===== config.mk =====
export PLATFORM = sky130hd
export DESIGN_NAME = display_source_scheduler
export DESIGN_NICKNAME = d
export VERILOG_FILES = /design/src/rtl/display_pkg.sv /design/src/rtl/strobe_divider.sv /design/src/rtl/display_source_scheduler.sv
export SDC_FILE = /design/constraint.sdc
export NUM_CORES = 1
export LEC_CHECK = 0
export CAP_MARGIN = 25
export CELL_PAD_IN_SITES_DETAIL_PLACEMENT = 0
export CELL_PAD_IN_SITES_GLOBAL_PLACEMENT = 1
export CORE_MARGIN = 1.5
export CORE_UTILIZATION = 38
export CTS_BUF_LIST = sky130_fd_sc_hd__clkbuf_4
export CTS_CLUSTER_SIZE = 14
export DETAILED_ROUTE_END_ITERATION = 6
export PLACE_DENSITY = 0.83
export RECOVER_POWER = 100
export SLEW_MARGIN = 0
export SYNTH_ARGS = -nofsm -noshare
export SYNTH_HDL_FRONTEND = slang
export SYNTH_SLANG_ARGS = --single-unit

===== constraint.sdc =====
create_clock -name clk -period 3.4 [get_ports clk]
set_input_delay 0.51 -clock clk [delete_from_list [all_inputs] [get_ports clk]]
set_output_delay 0.51 -clock clk [all_outputs]
set_load 0.1 [all_outputs]

===== src/rtl/display_pkg.sv =====
// display_pkg: definitions shared by the display source scheduler and the
// seven-segment decoder.
//   NUM_W / DIGIT_W : displayed word width and nibble-per-digit width
//   SEL_NONE        : src_sel code meaning "override or nothing shown"
//   ST_*            : scheduler FSM state encodings
//   hex_glyph()     : nibble -> segment pattern {g,f,e,d,c,b,a}, active high
package display_pkg;

  localparam int NUM_W   = 16;
  localparam int DIGIT_W = 4;

  localparam logic [2:0] SEL_NONE = 3'd7;

  typedef logic [1:0] state_t;
  localparam state_t ST_IDLE     = 2'd0;
  localparam state_t ST_LOAD     = 2'd1;
  localparam state_t ST_SHOW     = 2'd2;
  localparam state_t ST_OVERRIDE = 2'd3;

  localparam logic [6:0] SEG_BLANK = 7'h00;

  function automatic logic [6:0] hex_glyph(input logic [DIGIT_W-1:0] d);
    logic [6:0] g;
    case (d)
      4'h0: g = 7'h3F;
      4'h1: g = 7'h06;
      4'h2: g = 7'h5B;
      4'h3: g = 7'h4F;
      4'h4: g = 7'h66;
      4'h5: g = 7'h6D;
      4'h6: g = 7'h7D;
      4'h7: g = 7'h07;
      4'h8: g = 7'h7F;
      4'h9: g = 7'h6F;
      4'hA: g = 7'h77;
      4'hB: g = 7'h7C;
      4'hC: g = 7'h39;
      4'hD: g = 7'h5E;
      4'hE: g = 7'h79;
      default: g = 7'h71;
    endcase
    return g;
  endfunction

endpackage


===== src/rtl/strobe_divider.sv =====
// strobe_divider: free-running 0..DIV-1 counter producing a registered
// one-cycle clock-enable pulse each time the counter wraps. The first pulse
// appears DIV cycles after reset release.
//   clk    : clock
//   rst    : asynchronous active-high reset
//   en_out : one-cycle enable strobe
module strobe_divider #(
  parameter int DIV = 50000
) (
  input  logic clk,
  input  logic rst,
  output logic en_out
);

  localparam int CW = (DIV > 1) ? $clog2(DIV) : 1;
  localparam logic [CW-1:0] CNT_LAST = CW'(DIV - 1);

  logic [CW-1:0] cnt;

  always_ff @(posedge clk or posedge rst) begin
    if (rst) begin
      cnt    <= '0;
      en_out <= 1'b0;
    end else begin
      en_out <= (cnt == CNT_LAST);
      cnt    <= (cnt == CNT_LAST) ? '0 : cnt + 1'b1;
    end
  end

endmodule


===== src/rtl/display_source_scheduler.sv =====
// display_source_scheduler: time-shares the 4-digit hex display between
// NUM_SRC requesters with round-robin grants held for DWELL_CYCLES, a live
// priority override, and the digit-scan enable strobe.
//   clk, rst   : clock, asynchronous active-high reset
//   src_valid  : per-source request level
//   src_data   : per-source 16-bit value, source i at [16*i+15:16*i]
//   src_ack    : one-cycle pulse in the LOAD cycle that latches a source
//   pri_valid  : override request level; pri_data shown live while high
//   num_out    : value for the decoder
//   src_sel    : index of displayed source, 7 = override/none
//   blank      : decoder must blank all digits
//   scan_en    : one-cycle digit-scan clock enable
// All outputs are registered.
module display_source_scheduler
  import display_pkg::*;
#(
  parameter int NUM_SRC      = 4,
  parameter int DWELL_CYCLES = 50000000,
  parameter int SCAN_DIV     = 50000
) (
  input  logic                     clk,
  input  logic                     rst,
  input  logic [NUM_SRC-1:0]       src_valid,
  input  logic [16*NUM_SRC-1:0]    src_data,
  output logic [NUM_SRC-1:0]       src_ack,
  input  logic                     pri_valid,
  input  logic [15:0]              pri_data,
  output logic [15:0]              num_out,
  output logic [2:0]               src_sel,
  output logic                     blank,
  output logic                     scan_en
);

  localparam int IDX_W = $clog2(NUM_SRC);
  localparam int DW    = $clog2(DWELL_CYCLES);
  localparam logic [IDX_W-1:0]   LAST_RST   = IDX_W'(NUM_SRC - 1);
  localparam logic [DW-1:0]      DWELL_LAST = DW'(DWELL_CYCLES - 1);
  localparam logic [NUM_SRC-1:0] ONE        = NUM_SRC'(1);

  state_t           state;
  logic [IDX_W-1:0] last;      // rr pointer: most recently loaded source
  logic [IDX_W-1:0] grant;     // source acked on the way into LOAD
  logic [DW-1:0]    dwell;
  logic [IDX_W-1:0] pick;
  logic [IDX_W-1:0] load_idx;
  logic             any_valid;

  // First set bit searching upward from ptr+1 with wrap; ptr itself is the
  // lowest-priority candidate. Caller qualifies with any_valid.
  function automatic logic [IDX_W-1:0] rr_pick(input logic [NUM_SRC-1:0] v,
                                               input logic [IDX_W-1:0]   ptr);
    logic [IDX_W-1:0] res;
    int               idx;
    res = ptr;
    for (int k = NUM_SRC; k >= 1; k--) begin
      idx = (int'(ptr) + k) % NUM_SRC;
      if (v[idx]) res = IDX_W'(idx);
    end
    return res;
  endfunction

  assign any_valid = |src_valid;
  assign pick      = rr_pick(src_valid, last);
  // Keep the acked grant unless it dropped its request meanwhile; then
  // re-arbitrate on the current requests.
  assign load_idx  = src_valid[grant] ? grant : pick;

  always_ff @(posedge clk or posedge rst) begin
    if (rst) begin
      state   <= ST_IDLE;
      num_out <= '0;
      src_sel <= SEL_NONE;
      blank   <= 1'b1;
      src_ack <= '0;
      dwell   <= '0;
      last    <= LAST_RST;
      grant   <= LAST_RST;
    end else begin
      src_ack <= '0;
      case (state)
        ST_IDLE: begin
          if (pri_valid) begin
            state   <= ST_OVERRIDE;
            num_out <= pri_data;
            src_sel <= SEL_NONE;
            blank   <= 1'b0;
          end else if (any_valid) begin
            // Ack is registered on entry so it is high during LOAD itself.
            state   <= ST_LOAD;
            src_ack <= ONE << pick;
            grant   <= pick;
          end
        end
        ST_LOAD: begin
          // pri_valid deliberately not looked at here; it takes effect in SHOW.
          if (any_valid) begin
            state   <= ST_SHOW;
            num_out <= src_data[NUM_W*int'(load_idx) +: NUM_W];
            src_sel <= 3'(load_idx);
            blank   <= 1'b0;
            last    <= load_idx;
            dwell   <= '0;
          end else begin
            state   <= ST_IDLE;
            src_sel <= SEL_NONE;
            blank   <= 1'b1;
          end
        end
        ST_SHOW: begin
          if (pri_valid) begin
            state   <= ST_OVERRIDE;
            num_out <= pri_data;
            src_sel <= SEL_NONE;
            blank   <= 1'b0;
          end else if (dwell == DWELL_LAST) begin
            if (any_valid) begin
              state   <= ST_LOAD;
              src_ack <= ONE << pick;
              grant   <= pick;
            end else begin
              state   <= ST_IDLE;
              src_sel <= SEL_NONE;
              blank   <= 1'b1;
            end
          end else begin
            dwell <= dwell + 1'b1;
          end
        end
        default: begin // ST_OVERRIDE: dwell frozen, preempted dwell abandoned
          if (pri_valid) begin
            num_out <= pri_data;
          end else if (any_valid) begin
            state   <= ST_LOAD;
            src_ack <= ONE << pick;
            grant   <= pick;
          end else begin
            state   <= ST_IDLE;
            src_sel <= SEL_NONE;
            blank   <= 1'b1;
          end
        end
      endcase
    end
  end

  strobe_divider #(.DIV(SCAN_DIV)) u_scan (
    .clk    (clk),
    .rst    (rst),
    .en_out (scan_en)
  );

endmodule


==> results of run 1 <==
==> report_power, final <==
group	internal [mW]	switching (mW)	total, mW	leakage, nW
Clock	0.142	0.317	0.459	0.0650
Combinational	0.873	2.12	3.00	1.43
Sequential	1.09	0.149	1.24	0.934
Total	2.11	2.59	4.70	2.43
==> worst max-delay path by stage <==
stage / cells after the start / start / end
floorplan: 5 / dwell[8] / grant[0]
CTS: 6 / dwell[8] / blank
finish: 7 / dwell[8] / dwell[4]
global route: 7 / dwell[8] / dwell[0]
global placement: 7 / src_valid[1] / num_out[2]
detailed placement: 7 / src_valid[1] / num_out[10]
==> registers in the layout (all words and copies together), names as in the netlist <==
register       flops
dwell             26
num_out           16
u_scan.cnt        16
src_ack            4
src_sel            3
grant              2
last               2
state              2
blank              1
u_scan.en_out      1
==> cells by family (layout without fill, tap and decap cells) <==
logic type / after synthesis / count (layout) / share of synthesized area
AO/OA/AOI/OAI: 137 / 137 / 0.215
XOR/XNOR: 24 / 24 / 0.0473
adder cells (fa/ha/maj): 6 / 6 / 0.0169
buffers and inverters: 33 / 155 / 0.0285
flip-flops: 73 / 73 / 0.414
multiplexers: 17 / 17 / 0.0403
other: 0 / 1 / 0
AND/OR/NAND/NOR: 209 / 209 / 0.239
==> stage by stage <==
| stage | setup slack, ns | hold WS, ns | utilization | cell area, µm² |
|---|---|---|---|---|
| 4_1_cts | 0.612 | 0.505 | 0.516 | 5890 |
| 6_report | 0.489 | 0.505 | 0.512 | 5840 |
| 3_3_place_gp | 0.555 | 0.460 | 0.507 | 5790 |
| 5_1_grt | 0.263 | 0.531 | 0.512 | 5840 |
| 3_5_place_dp | 0.442 | 0.479 | 0.507 | 5790 |
| 2_1_floorplan | 0.763 | 0.455 | - | 4440 |
==> final cells by class <==
type / count / share of cell area
timing repair buffer: 130 / 0.207
sequential: 73 / 0.314
clock buffer: 9 / 0.0116
multi-input combinational: 393 / 0.424
clock inverter: 7 / 0.00642
tap: 143 / 0.0306
inverter: 9 / 0.00578
antenna: 1 / 0.000428
==> cell usage after synthesis, drive strengths merged (2+ instances only) <==
master    n
a2111oi   4
a211oi   12
a21oi    32
a22o      4
a311oi    7
a31o      4
a31oi     6
a41o      2
and2      3
and3     15
and4     10
buf       4
clkbuf   20
dfrtp    65
dfstp     8
ha        6
inv       9
mux2      4
mux2i    13
nand2    59
nand2b    4
nand3    22
nand3b    2
nand4    10
nor2     50
nor2b     4
nor3      7
nor3b     2
o211a     7
o21a      3
o21ai    28
o31a      2
o31ai    12
o41ai     2
or2       4
or3       7
or4       4
or4b      2
xnor2    16
xor2      8
==> layer usage <==
layer	track usage	wire, µm	vias up
li1	-	-	2090
met4	0.0667	180	0
met2	0.363	6350	106
met3	0.0481	579	16
met5	0	0	-
met1	0.289	6090	2123
==> critical path: stages (launching register included) <==
cell and delay (ns):
dfrtp_1 0.45, or4b_1 0.53, or4_1 0.60, o31ai_4 0.39, clkbuf_1 0.37, a21oi_1 0.17
nand2_1 0.20, o31ai_1 0.10
==> results.toml, run 1 <==
[placement]
routabilityCongestion = 0.854
place_hpwl_mm = 9.57
dp.cells = 748
io_buffers = 111

[worst_setup_path]
criticalPathCategory = "flop to flop"
crit_arrival_ns = 3.23
r2r-end = "dwell[4]"
rr_startpoint = "dwell[8]"
ff2ff_path_depth = 7
cp.required_ns = 3.72
r2r_slack_ns = 0.49
cp-end-kind = "flop"
startpoint_type = "flop"
worstPathMaxFanout = 9

[floorplanning]
rows = 39
ios = 112
die_area_um2 = 12300
die_w_um = 111
initial_utilization = 0.389
design.core.area_um2 = 11400
die_h_um = 111

[layout]
finalNonFillerCells = 765
multi_input_area_um2 = 2480
final_cell_mix = "clkdlybuf4s50_1 (84), dfrtp_1 (65), nand2_1 (59)"
final_common_cell = "clkdlybuf4s50_1"
seqCellArea_um2 = 1840
fillers = 1108
area_growth_pct = 31.5
drive_above_1_share = 0.0853
nets = 709

[synth]
yosysWarningCount = 0
synth-seq-cells = 73
synth-edff-count = 0
ys.flop_type = "dfrtp_1"
syn_area_um2 = 4440
ys_seq_area_frac = 0.414
syn_nets = 592
synth-async-reset-ratio = 1.00
yosysTopAreaCellShare = 0.366
syn_inst = 499
yosys-top-cells-area = "dfrtp_1 (37%), nand2_1 (5.0%), dfstp_2 (4.7%), nor2_1 (4.2%), a21oi_1 (3.6%)"
synth_area_per_cell_um2 = 8.90
ys_types = 62
yosys.area.top_type = "dfrtp_1"

[global_routing]
antenna_found_initial = 1
grt_max_degree = 34
grt_pass1_wl_mm = 21.8
grt_pass1_vias = 4320
grt_usage = 0.220
overflow = 0

[clock_tree]
path_clk_slew_ns = 0.12
insertion_delay_ns = 0.43
cts_sinks = 73
cts_tree = "done"
cts_max_level = 3
numCtsBuffers = 9
cts_resized = 0
clockRootBuffer = "clkbuf_4"
cts_hold_buf = 0
cts.path.max_buffers = 2
cts_setup_buffers = 0

[sta]
period_needed_ns = 2.91
setup_tns_ns = 0
relSlewSlack = 0.0977
timing_hold_violations_final = 0
rsz0062_at_grt = "false"
finalSetupViolCount = 0
final_max_slew_viol_count = 0
timing.final.crit_share = 0.856
tightest_slew_ns = 1.35
fmax_ghz = 0.343
finalClockSkew_ns = 0.0243

[route]
drt-initial-drc-count = 250
dr.pass1.iters = 4
vias = 4335
wl_per_cell_um = 17.3
wl_mm = 13.2
via_per_inst = 5.67
drcViolationCount = 0
drtAntennaViolNets = 0

[run_status]
status = "finished, final reports clean"

[power_and_ir_drop]
peakVddDrop_v = 0.000807
p_leak_nw = 2.43
finalPower_mw = 4.70
p_per_area_nw_per_um2 = 804

[hold_path]
min_path_type = "flop to flop"
holdPathStages = 1
worstHoldEndpoint = "u_scan.cnt[12]"
holdCritStartpoint = "u_scan.cnt[12]"

[run]
maxCapViolCount = 0
No activity file was read; power rests on OpenSTA's default activity.
==> inputs of run 2 (changes only) <==
--- a/config.mk
+++ b/config.mk
@@ -13,7 +13,7 @@
 export CTS_BUF_LIST = sky130_fd_sc_hd__clkbuf_4
 export CTS_CLUSTER_SIZE = 14
 export DETAILED_ROUTE_END_ITERATION = 6
-export PLACE_DENSITY = 0.83
+export PLACE_DENSITY_LB_ADDON = 0.1
 export RECOVER_POWER = 100
 export SLEW_MARGIN = 0
 export SYNTH_ARGS = -nofsm -noshare
==> run 2 against run 1 <==
  * The run now ends with capacitance limit, slew limit left
  * Non-clock buffer count is 3 higher
  * Register-to-register slack worse by 0.05 ns
  * Via count is 0.58% higher
  * Final cell count is 0.13% higher
  * Clock power is 1% higher
  * Largest cell class unchanged
  * Sequential share of layout area is 0.15 points lower
  * Flip-flop and latch count stayed put
==> results.toml, run 2 (synthesized netlist as in run 1, its figures left out) <==
[layout]
final_cell_mix = "clkdlybuf4s50_1 (84), dfrtp_1 (65), nand2_1 (59)"
top_register = "dwell"
multi_input_area_um2 = 2480
fillers = 1097
reg_top3 = "dwell x26, num_out x16, u_scan.cnt x16"
insertedDiodeCount = 0
nets = 712
area_growth_pct = 32.2
fin_util = 0.514
final_common_cell = "clkdlybuf4s50_1"
drive_above_1_share = 0.0899
stdcell_area_um2 = 5870
largest_register_ffs = 26
seqCellArea_um2 = 1840

[sta]
setup_tns_ns = 0
rsz0062_at_grt = "false"
tightest_slew_ns = 1.87
timing_hold_violations_final = 0
final_max_slew_viol_count = 74
finalClockSkew_ns = 0.0161
finalSetupViolCount = 0
relSlewSlack = -0.244
timing.final.crit_share = 0.872
period_needed_ns = 2.96
fmax_ghz = 0.337

[clock_tree]
cts_tree = "done"
cts.path.max_buffers = 2
path_clk_slew_ns = 0.13
cts_sinks = 73
insertion_delay_ns = 0.43
clockRootBuffer = "clkbuf_4"
cts_resized = 0
cts_hold_buf = 0
cts_max_level = 3
numCtsBuffers = 9
cts_setup_buffers = 0

[route]
drt-initial-drc-count = 319
vias = 4360
wl_per_cell_um = 17.7
drtAntennaViolNets = 0
via_per_inst = 5.69
wl_mm = 13.6
drcViolationCount = 0
dr.pass1.iters = 4

[floorplanning]
ios = 112
rows = 39
die_area_um2 = 12300
die_h_um = 111
design.core.area_um2 = 11400
initial_utilization = 0.389
die_w_um = 111

[worst_setup_path]
critical_path.top_delay_family = "simple AND/OR/NAND/NOR gates"
criticalPathCategory = "flop to flop"
cp-end-kind = "flop"
worstPathCellList = "or4b_1, or4_1, or3_1, o21ai_0, or4b_1, nor2_1"
crit_buf_inv = 0
crit_arrival_ns = 3.32
cp_common_cell = "or4b_1"
critPathMaxStageDelay_ns = 0.60
cp_slowest_cell = "or4_1"
startpoint_type = "flop"
cp.required_ns = 3.76
worstPathMaxFanout = 5

[global_routing]
grt_pass1_vias = 4243
grt_usage = 0.224
antenna_found_initial = 0
grt_max_degree = 74
grt_pass1_wl_mm = 22.2
overflow = 0

[placement]
place_hpwl_mm = 9.82
place_area_um2 = 5820
routabilityCongestion = 0.850
io_buffers = 111

[run_status]
violations = "capacitance limit, slew limit"
status = "finished with violations"

[power_and_ir_drop]
peakVddDrop_v = 0.000543
p_leak_nw = 2.43
p_per_area_nw_per_um2 = 812
finalPower_mw = 4.77

[hold_path]
min_path_type = "flop to flop"

[run]
maxCapViolCount = 1
run 2: cell count changes in the layout (fill, tap and decap cells not counted):
cell,previous run,this run
buf_4,14,17
clkbuf_1,9,8
clkbuf_2,0,1
clkinv_1,0,2
clkinv_2,6,2
clkinvlp_4,1,3
diode_2,1,0
inv_1,9,8
o41ai_1,2,1
o41ai_2,0,1
run 2: stage by stage:
| stage | std cells | setup WS (ns) | hold slack, ns |
|---|---|---|---|
| CTS | 766 | 0.567 | 0.472 |
| detailed placement | 751 | 0.417 | 0.481 |
| finish | 766 | 0.436 | 0.494 |
| floorplan | 499 | 0.763 | 0.455 |
| global placement | 751 | 0.510 | 0.466 |
| global route | 766 | 0.254 | 0.507 |
run 2: final timing paths:
| path | cells after the start | end | start | slack (ns) |
|---|---|---|---|---|
| setup / recovery | 6 | src_ack[2] | dwell[8] | 0.44 |
| hold / removal | 1 | u_scan.cnt[0] | u_scan.cnt[0] | 0.49 |
| setup reg to reg | 6 | src_ack[2] | dwell[8] | 0.44 |
| hold reg to reg | 1 | u_scan.cnt[0] | u_scan.cnt[0] | 0.49 |
| max in group asynchronous | 3 | src_ack[0] | rst | 1.13 |
| min in group asynchronous | 3 | u_scan.cnt[6] | rst | 1.17 |
run 2: area by class of cell:
type | instances | area share
inverters | 9 | 0.00575
repair buffers | 133 | 0.210
clock buffers | 9 | 0.0115
flip-flops and latches | 73 | 0.313
well taps | 143 | 0.0305
clock inverters | 6 | 0.00618
multi-input cells | 393 | 0.423
run 2: where the power goes:
part,internal (mW),switching (mW),total [mW]
Clock,0.141,0.324,0.465
Sequential,1.09,0.152,1.24
Combinational,0.899,2.16,3.06
Total,2.13,2.64,4.77
run 2: per-layer routing:
| metal | GRT usage | wire length, µm | share of wire |
|---|---|---|---|
| met5 | 0 | 0 | 0 |
| met4 | 0.0734 | 182 | 0.013 |
| met2 | 0.364 | 6370 | 0.47 |
| met3 | 0.0437 | 766 | 0.056 |
| met1 | 0.301 | 6250 | 0.46 |
run 2: worst register-to-register path: stages, from the launching register on:
cell and delay [ns]:
dfrtp_1 0.44, or4b_1 0.54, or4_1 0.60, or3_1 0.39, o21ai_0 0.33, or4b_1 0.50, nor2_1 0.11
==> inputs of run 3 (changes only) <==
--- a/config.mk
+++ b/config.mk
@@ -5,10 +5,10 @@
 export SDC_FILE = /design/constraint.sdc
 export NUM_CORES = 1
 export LEC_CHECK = 0
-export CAP_MARGIN = 25
+export CAP_MARGIN = 10
 export CELL_PAD_IN_SITES_DETAIL_PLACEMENT = 0
 export CELL_PAD_IN_SITES_GLOBAL_PLACEMENT = 1
-export CORE_MARGIN = 1.5
+export CORE_MARGIN = 1
 export CORE_UTILIZATION = 38
 export CTS_BUF_LIST = sky130_fd_sc_hd__clkbuf_4
 export CTS_CLUSTER_SIZE = 14
==> run 3 against run 2 <==
  * The flow still finishes with violations (capacitance limit, slew limit)
  * Design area fell by 0.26%
  * Flip-flop and latch count did not move
  * Sequential power barely moved
  * Maximum frequency fell by 1.9%
  * Register-to-register slack got worse by 0.06 ns
  * Final cell count down 0.13%
  * Clock skew down 0.0010 ns
  * Core utilization decreased by 0.13 points
  * Critical endpoint is now dwell[20]
==> results.toml, run 3 (synthesized netlist as in run 1, its figures left out) <==
[worst_setup_path]
r2r_slack_ns = 0.38
criticalPathCategory = "flop to flop"
critPathMaxStageDelay_ns = 0.60
r2r-end = "dwell[20]"
cp.required_ns = 3.76
crit_buf_inv = 1
ff2ff_path_depth = 7
rr_startpoint = "dwell[8]"
startpoint_type = "flop"
critical_path.top_delay_family = "compound AO/OA/AOI/OAI gates"
worstPathMaxFanout = 16
crit_cells = 7
cp_slowest_cell = "or4_1"
crit_arrival_ns = 3.38
cp-end-kind = "flop"
worstPathCellList = "or4b_1, or4_1, o31ai_4, a211oi_1, clkbuf_1, a31oi_1, a41o_1"

[global_routing]
grt_usage = 0.221
grt_pass1_vias = 3928
grt_pass1_wl_mm = 20.4
grt_max_degree = 42
overflow = 0
antenna_found_initial = 0

[clock_tree]
clockRootBuffer = "clkbuf_4"
cts_max_level = 3
cts_tree = "done"
path_clk_slew_ns = 0.13
cts_setup_buffers = 0
cts_resized = 0
insertion_delay_ns = 0.42
numCtsBuffers = 9
cts_hold_buf = 0
cts_sinks = 73
cts.path.max_buffers = 2

[route]
drtAntennaViolNets = 0
wl_per_cell_um = 17.6
vias = 4301
via_per_inst = 5.62
drt-initial-drc-count = 260
dr.pass1.iters = 5
wl_mm = 13.4
drcViolationCount = 0

[layout]
top_register = "dwell"
seqCellArea_um2 = 1840
multi_input_area_um2 = 2480
insertedDiodeCount = 0
final_common_cell = "clkdlybuf4s50_1"
finalNonFillerCells = 765
area_growth_pct = 31.8
final_cell_mix = "clkdlybuf4s50_1 (84), dfrtp_1 (65), nand2_1 (59)"
reg_top3 = "dwell x26, num_out x16, u_scan.cnt x16"
fillers = 1093
drive_above_1_share = 0.0900
nets = 710
largest_register_ffs = 26

[hold_path]
worstHoldEndpoint = "u_scan.cnt[15]"
holdCritStartpoint = "u_scan.cnt[15]"
holdPathStages = 1
min_path_type = "flop to flop"

[placement]
io_buffers = 111
routabilityCongestion = 0.819
dp.cells = 748
place_hpwl_mm = 9.76

[sta]
finalClockSkew_ns = 0.0151
finalSetupViolCount = 0
timing.final.crit_share = 0.889
final_max_slew_viol_count = 13
tightest_slew_ns = 1.59
timing_hold_violations_final = 0
relSlewSlack = -0.0684
fmax_ghz = 0.331
rsz0062_at_grt = "false"
setup_tns_ns = 0
period_needed_ns = 3.02

[run]
maxCapViolCount = 1

[floorplanning]
die_w_um = 110
initial_utilization = 0.389
die_area_um2 = 12100
ios = 112
die_h_um = 110
design.core.area_um2 = 11400
rows = 39

[run_status]
violations = "capacitance limit, slew limit"
status = "finished with violations"

[power_and_ir_drop]
p_leak_nw = 2.44
peakVddDrop_v = 0.000674
p_per_area_nw_per_um2 = 811
==> run 3: changes by cell type in the layout (fill, tap and decap cells not counted), sizes merged <==
cell,before,now
clkinvlp,3,2
inv,8,9
buf,17,16
clkinv,4,5
dlygate4sd3,23,22
==> run 3: metrics by stage <==
stage | hold WS (ns) | setup WS [ns] | power (mW) | utilization | instance area (µm²)
6_report | 0.494 | 0.378 | 4.75 | 0.513 | 5860
5_1_grt | 0.523 | 0.198 | 5.04 | 0.513 | 5860
4_1_cts | 0.500 | 0.405 | 4.86 | 0.517 | 5900
3_5_place_dp | 0.476 | 0.351 | 4.39 | 0.508 | 5800
3_3_place_gp | 0.470 | 0.359 | 4.38 | 0.508 | 5800
2_1_floorplan | 0.455 | 0.763 | 3.46 | - | 4440
==> run 3: worst register-to-register path: cells and delay by family, from the launching register on <==
family	cells	cell delay (ns)
AO/OA/AOI/OAI	4	1.17
buffers and inverters	1	0.24
flip-flops	1	0.45
AND/OR/NAND/NOR	2	1.12
==> run 3: worst max-delay path by stage <==
stage | start | end | slack [ns]
6_report | dwell[8] | dwell[20] | 0.38
5_1_grt | state[1] | num_out[13] | 0.20
4_1_cts | dwell[8] | dwell[16] | 0.40
3_5_place_dp | src_valid[3] | dwell[22] | 0.35
3_3_place_gp | pri_valid | dwell[20] | 0.36
2_1_floorplan | dwell[8] | grant[0] | 0.76
==> run 3: layer usage <==
| layer | global-route usage | up-vias | share of wire |
|---|---|---|---|
| li1 | - | 2085 | - |
| met4 | 0.0808 | 0 | 0.017 |
| met1 | 0.299 | 2080 | 0.46 |
| met5 | 0 | - | 0 |
| met3 | 0.0417 | 12 | 0.060 |
| met2 | 0.351 | 124 | 0.46 |
==> run 3: cell type report <==
type	instances	share of cell area
inverter	9	0.00577
timing repair buffer	131	0.208
sequential	73	0.314
tap	143	0.0306
clock inverter	7	0.00641
clock buffer	9	0.0115
multi-input combinational	393	0.424
==> run 3: report_power, final <==
| part | total [mW] | internal [mW] | leakage [nW] | switching (mW) |
|---|---|---|---|---|
| logic | 3.06 | 0.892 | 1.44 | 2.17 |
| registers | 1.23 | 1.09 | 0.934 | 0.138 |
| clock network | 0.457 | 0.141 | 0.0566 | 0.316 |
